<file path="config.mk">
export PLATFORM = sky130hd
export DESIGN_NAME = c2c_data_arbiter
export DESIGN_NICKNAME = d
export VERILOG_FILES = /design/src/rtl/c2c_data_arbiter.sv
export SDC_FILE = /design/constraint.sdc
export NUM_CORES = 1
export LEC_CHECK = 0
export CORE_AREA = 5 5 126 128
export CTS_BUF_LIST = sky130_fd_sc_hd__clkbuf_4
export DETAILED_ROUTE_END_ITERATION = 8
export DIE_AREA = 0 0 131 133
export GPL_TIMING_DRIVEN = 0
export PLACE_DENSITY_LB_ADDON = 0.25
export SLEW_MARGIN = 15
export SYNTH_ARGS = -nofsm -noshare
export SYNTH_HDL_FRONTEND = slang
export SYNTH_SLANG_ARGS = --single-unit
</file>
<file path="constraint.sdc">
create_clock -name clk -period 2 [get_ports clk]
set_clock_uncertainty 0.2 [all_clocks]
set_input_delay 0.2 -clock clk [delete_from_list [all_inputs] [get_ports clk]]
set_output_delay 0.2 -clock clk [all_outputs]
set_load 0.02 [all_outputs]
</file>
<file path="src/rtl/c2c_data_arbiter.sv">
// c2c_data_arbiter: shares one core-to-cache data port between two requesters.
// Arbitration is round-robin with a registered grant and one access in flight.
// An LR reservation locks the port to its owner until SC/AMO/plain access or timeout.
`timescale 1ns/1ps
module c2c_data_arbiter #(
    parameter int unsigned XLEN         = 32,
    parameter int unsigned LOCK_TIMEOUT = 64
) (
    input  logic                clk,
    input  logic                rst,
    // requester 0
    input  logic                req0_re,
    input  logic                req0_we,
    input  logic                req0_atomic,
    input  logic [4:0]          req0_amo_op,
    input  logic [XLEN/8-1:0]   req0_sel,
    input  logic [XLEN-1:0]     req0_addr,
    input  logic [XLEN-1:0]     req0_data_w,
    output logic                req0_ack,
    output logic [XLEN-1:0]     req0_data_r,
    // requester 1
    input  logic                req1_re,
    input  logic                req1_we,
    input  logic                req1_atomic,
    input  logic [4:0]          req1_amo_op,
    input  logic [XLEN/8-1:0]   req1_sel,
    input  logic [XLEN-1:0]     req1_addr,
    input  logic [XLEN-1:0]     req1_data_w,
    output logic                req1_ack,
    output logic [XLEN-1:0]     req1_data_r,
    // downstream cache port
    output logic                cache_re,
    output logic                cache_we,
    output logic                cache_atomic,
    output logic [4:0]          cache_amo_op,
    output logic [XLEN/8-1:0]   cache_sel,
    output logic [XLEN-1:0]     cache_addr,
    output logic [XLEN-1:0]     cache_data_w,
    input  logic                cache_ack,
    input  logic [XLEN-1:0]     cache_data_r
);

    localparam int unsigned SEL_W = XLEN / 8;
    localparam int unsigned CNT_W = (LOCK_TIMEOUT > 1) ? $clog2(LOCK_TIMEOUT) : 1;
    localparam logic [CNT_W-1:0] CNT_LAST = CNT_W'(LOCK_TIMEOUT - 1);
    localparam logic [4:0] AMO_LR = 5'b00010;

    typedef enum logic {
        IDLE = 1'b0,
        BUSY = 1'b1
    } state_t;

    state_t           state, state_nxt;
    logic             grant, grant_nxt;
    logic             rr_ptr, rr_ptr_nxt;
    logic             lock, lock_nxt;
    logic             owner, owner_nxt;
    logic [CNT_W-1:0] lock_cnt, lock_cnt_nxt;

    logic [1:0]       req_valid;
    logic             busy;
    logic             g_re, g_we, g_atomic;
    logic [4:0]       g_amo_op;
    logic [SEL_W-1:0] g_sel;
    logic [XLEN-1:0]  g_addr, g_data_w;

    assign req_valid = {req1_re | req1_we, req0_re | req0_we};
    assign busy      = (state == BUSY);

    // Granted requester's request fields
    assign g_re     = grant ? req1_re     : req0_re;
    assign g_we     = grant ? req1_we     : req0_we;
    assign g_atomic = grant ? req1_atomic : req0_atomic;
    assign g_amo_op = grant ? req1_amo_op : req0_amo_op;
    assign g_sel    = grant ? req1_sel    : req0_sel;
    assign g_addr   = grant ? req1_addr   : req0_addr;
    assign g_data_w = grant ? req1_data_w : req0_data_w;

    // State, grant and lock registers
    always_ff @(posedge clk or posedge rst) begin
        if (rst) begin
            state    <= IDLE;
            grant    <= 1'b0;
            rr_ptr   <= 1'b0;
            lock     <= 1'b0;
            owner    <= 1'b0;
            lock_cnt <= '0;
        end else begin
            state    <= state_nxt;
            grant    <= grant_nxt;
            rr_ptr   <= rr_ptr_nxt;
            lock     <= lock_nxt;
            owner    <= owner_nxt;
            lock_cnt <= lock_cnt_nxt;
        end
    end

    // Arbitration, completion and reservation-lock next-state logic
    always_comb begin
        state_nxt    = state;
        grant_nxt    = grant;
        rr_ptr_nxt   = rr_ptr;
        lock_nxt     = lock;
        owner_nxt    = owner;
        lock_cnt_nxt = lock_cnt;
        case (state)
            IDLE: begin
                if (lock) begin
                    if (req_valid[owner]) begin
                        state_nxt    = BUSY;
                        grant_nxt    = owner;
                        lock_cnt_nxt = '0;
                    end else if (lock_cnt == CNT_LAST) begin
                        lock_nxt = 1'b0;
                    end else begin
                        lock_cnt_nxt = lock_cnt + CNT_W'(1);
                    end
                end else if (|req_valid) begin
                    state_nxt = BUSY;
                    grant_nxt = (&req_valid) ? rr_ptr : req_valid[1];
                end
            end
            BUSY: begin
                if (cache_ack) begin
                    state_nxt = IDLE;
                    if (!lock) begin
                        rr_ptr_nxt = ~grant;
                    end
                    if (g_atomic && (g_amo_op == AMO_LR)) begin
                        lock_nxt     = 1'b1;
                        owner_nxt    = grant;
                        lock_cnt_nxt = '0;
                    end else begin
                        lock_nxt = 1'b0;
                    end
                end
            end
            default: state_nxt = IDLE;
        endcase
    end

    // Downstream request is driven only while an access is in flight
    always_comb begin
        cache_re     = 1'b0;
        cache_we     = 1'b0;
        cache_atomic = 1'b0;
        cache_amo_op = '0;
        cache_sel    = '0;
        cache_addr   = '0;
        cache_data_w = '0;
        if (busy) begin
            cache_re     = g_re;
            cache_we     = g_we;
            cache_atomic = g_atomic;
            cache_amo_op = g_amo_op;
            cache_sel    = g_sel;
            cache_addr   = g_addr;
            cache_data_w = g_data_w;
        end
    end

    // Ack only reaches the granted requester; read data is broadcast
    assign req0_ack    = cache_ack & ~grant & busy;
    assign req1_ack    = cache_ack &  grant & busy;
    assign req0_data_r = cache_data_r;
    assign req1_data_r = cache_data_r;

endmodule

</file>
==> flow_summary.ini <==
[clocking]
cts_sinks = 11
clk_latency_ps = 270
cts_buffers = 3
root_buffer = clkbuf_4
cts.path.max_buffers = 2
cts_tree = yes
path_clk_slew_ps = 70
cts-htree-levels = 1

[routing]
drt_wl_total_mm = 12.74
drt_iter0_markers = 49
drc = 0
dr.pass1.iters = 4
wl_per_cell_microns = 15.88
vias = 3170
viasPerCell = 3.953
postRouteAntennaNets = 0

[synth]
syn_avg_cell_area_sq_um = 7.936
synth_ff_type = dfrtp_1
synthArstFlopShare_pct = 100.0
synth_area_sq_um = 2452
synth-seq-area-share_pct = 11.22
synth_nets = 497
netlist_instances = 309
yosysTopAreaCell = mux2i_1
yosys_warnings = 0
synth_edf_count = 0
ys_ff_latch = 11
yosysUniqueCellTypes = 32
synth_area_leaders = mux2i_1 (31%), buf_4 (20%), nor2b_1 (19%), dfrtp_1 (11%), buf_2 (1.8%)
synth_top_area_share_pct = 30.61

[worst_setup_path]
cp.required_ps = 1600
end_kind = output pin
worstSetupPathType = reg2out
cp_data_arrival_time_ps = 1580
start_kind = flop
crit_path_max_fanout = 10

[global_routing]
grt_max_degree = 12
antenna_found_initial = 0
grt_first_pass_wirelength_mm = 18.20
grt_use_met1_pct = 14.42
grt_util_met2_pct = 24.80
grt.busiest_layer = met2
grt_pass1_vias = 3353
grt_usage_pct = 13.20
grtUsageMet3_pct = 3.916
grt_overflow_total = 0

[timing]
fmax_mhz = 504.6
layout_setup_ws_ps = 18.19
setup_violations = 0
period_share_pct = 99.09
grt_setup_unrepaired = true
fin_crit_ps = 1982
tightest_slew_ps = 440.0
relSlewSlack_pct = 70.64
maxSlewViolCount = 0
hold_viol_final = 0

[floorplan]
rows = 45
die-area_sq_um = 17420
die_h_microns = 133
initial_utilization_pct = 16.62
ios = 329
core_sq_um = 14750
die_w_microns = 131

[place]
io_buffers = 296
dp_slack_ps = -806.8
place_hpwl_mm = 11.26
dp.cells = 793
gp_congestion = 0.8272
postPlaceCellArea_sq_um = 5650

[power]
swShare_pct = 49.72
pwr_density_cell_nw_per_um2 = 900.8
p_sw_mw = 2.521
intPower_mw = 2.550
vdd.ir_drop.worst_mv = 0.3088
leakagePower_nw = 2.495
clkPwrFrac_pct = 3.2
p_comb_share_pct = 90.6
pwr-share-seq_pct = 6.1

[cells_and_area]
layout_commonest_cell = clkdlybuf4s50_1
fillCellCount = 1544
drive_above_1_share_pct = 28.66
multiInputGateArea_sq_um = 1629
fin_nets = 803
insertedDiodeCount = 0
stdcell_count = 802
layout_common_cells = clkdlybuf4s50_1 (218), nor2b_1 (76), mux2i_1 (72)
final_area_sq_um = 5629
seq_area_sq_um = 276.5
area_delta_synth_final_pct = 129.5

[hold_path]
hp-class = in2async

[flow_run]
drv_cap = 0

[status]
status = complete, no violations
==> layout make-up <==
cell class	instances	share of cell area (%)
Timing Repair Buffer	301	48.97
Tap cell	188	4.179
Clock buffer	4	0.5335
Sequential cell	11	4.912
Multi-Input combinational cell	211	28.94
Inverter	5	0.3334
Buffer	82	12.14
==> cells by family (layout without fill, tap and decap cells) <==
family / after synthesis / after routing / share of synthesized area, %
AO/OA/AOI/OAI: 22 / 22 / 5.816
flip-flops: 11 / 11 / 11.22
buffers and inverters: 87 / 392 / 23.57
AND/OR/NAND/NOR: 111 / 111 / 27.19
adder cells (fa/ha/maj): 1 / 1 / 0.5101
multiplexers: 77 / 77 / 31.68
==> critical path, stage by stage, from the launching register on <==
cell	delay, ps
dfrtp_2	440
buf_12	170
buf_8	150
mux2i_1	120
nor2b_1	100
dlygate4sd2_1	340
==> state kept, by name (all words and copies together) (netlist names) <==
name and cells:
lock 1, owner 1, rr_ptr 1, lock_cnt 6, grant 1, busy 1
==> per-layer routing <==
metal | vias to the layer above | part of all wire (%)
met5 | - | 0
met4 | 0 | 1.2
met3 | 10 | 11
met2 | 170 | 53
met1 | 1409 | 35
li1 | 1581 | -
==> synthesized netlist by cell type (2+ instances only) <==
| master | n |
|---|---|
| nand2_1 | 6 |
| o22a_1 | 4 |
| a21oi_1 | 4 |
| inv_1 | 5 |
| clkbuf_1 | 9 |
| nand3_1 | 2 |
| nor2b_1 | 76 |
| nor4b_1 | 2 |
| buf_2 | 9 |
| nor2_1 | 12 |
| dfrtp_1 | 11 |
| and3_1 | 2 |
| buf_4 | 64 |
| a21o_1 | 2 |
| mux2i_1 | 75 |
| nor3_1 | 3 |
| o21ai_0 | 8 |
==> per-stage QoR <==
step	util (%)	hold slack (ps)	total power, mW	setup TNS [ps]
floorplan	-	-147.6	2.949	0
global placement	38.30	295.9	5.136	-40340
detailed placement	38.30	297.9	5.149	-43100
CTS	39.95	40.55	5.405	-53.10
global route	38.16	89.70	5.438	-922.6
finish	38.16	28.20	5.071	0
==> power by group through the flow <==
| stage | Combinational, mW | Sequential, mW | Clock, mW |
|---|---|---|---|
| detailed placement | 4.83 | 0.323 | 0 |
| finish | 4.59 | 0.312 | 0.165 |
| floorplan | 2.65 | 0.301 | 0 |
| global route | 4.94 | 0.320 | 0.180 |
| global placement | 4.82 | 0.321 | 0 |
| CTS | 4.92 | 0.313 | 0.170 |
==> worst paths after layout <==
kind | to | start | cells past startpoint | slack, ps
setup reg to reg | owner$_DFFE_PP0P_ | grant$_DFFE_PP0P_ | 7 | 60
hold reg to reg | lock_cnt[1]$_DFFE_PP0P_ | lock_cnt[1]$_DFFE_PP0P_ | 1 | 320
max in group asynchronous | grant$_DFFE_PP0P_ | rst | 2 | 1240
setup / recovery | cache_sel[3] | grant$_DFFE_PP0P_ | 5 | 20
min in group clk | lock_cnt[1]$_DFFE_PP0P_ | lock_cnt[1]$_DFFE_PP0P_ | 1 | 320
hold / removal | owner$_DFFE_PP0P_ | rst | 2 | 30
==> timing repair <==
action                                 in CTS  in global routing
hold buffers                                0                  0
endpoints found under the hold margin       0                  0
setup endpoints to repair                  85                 78
setup buffers                               5                  0
pin swaps                                   1                  0
resized for setup                         237                 63
Power figures use the tool's default switching activity.
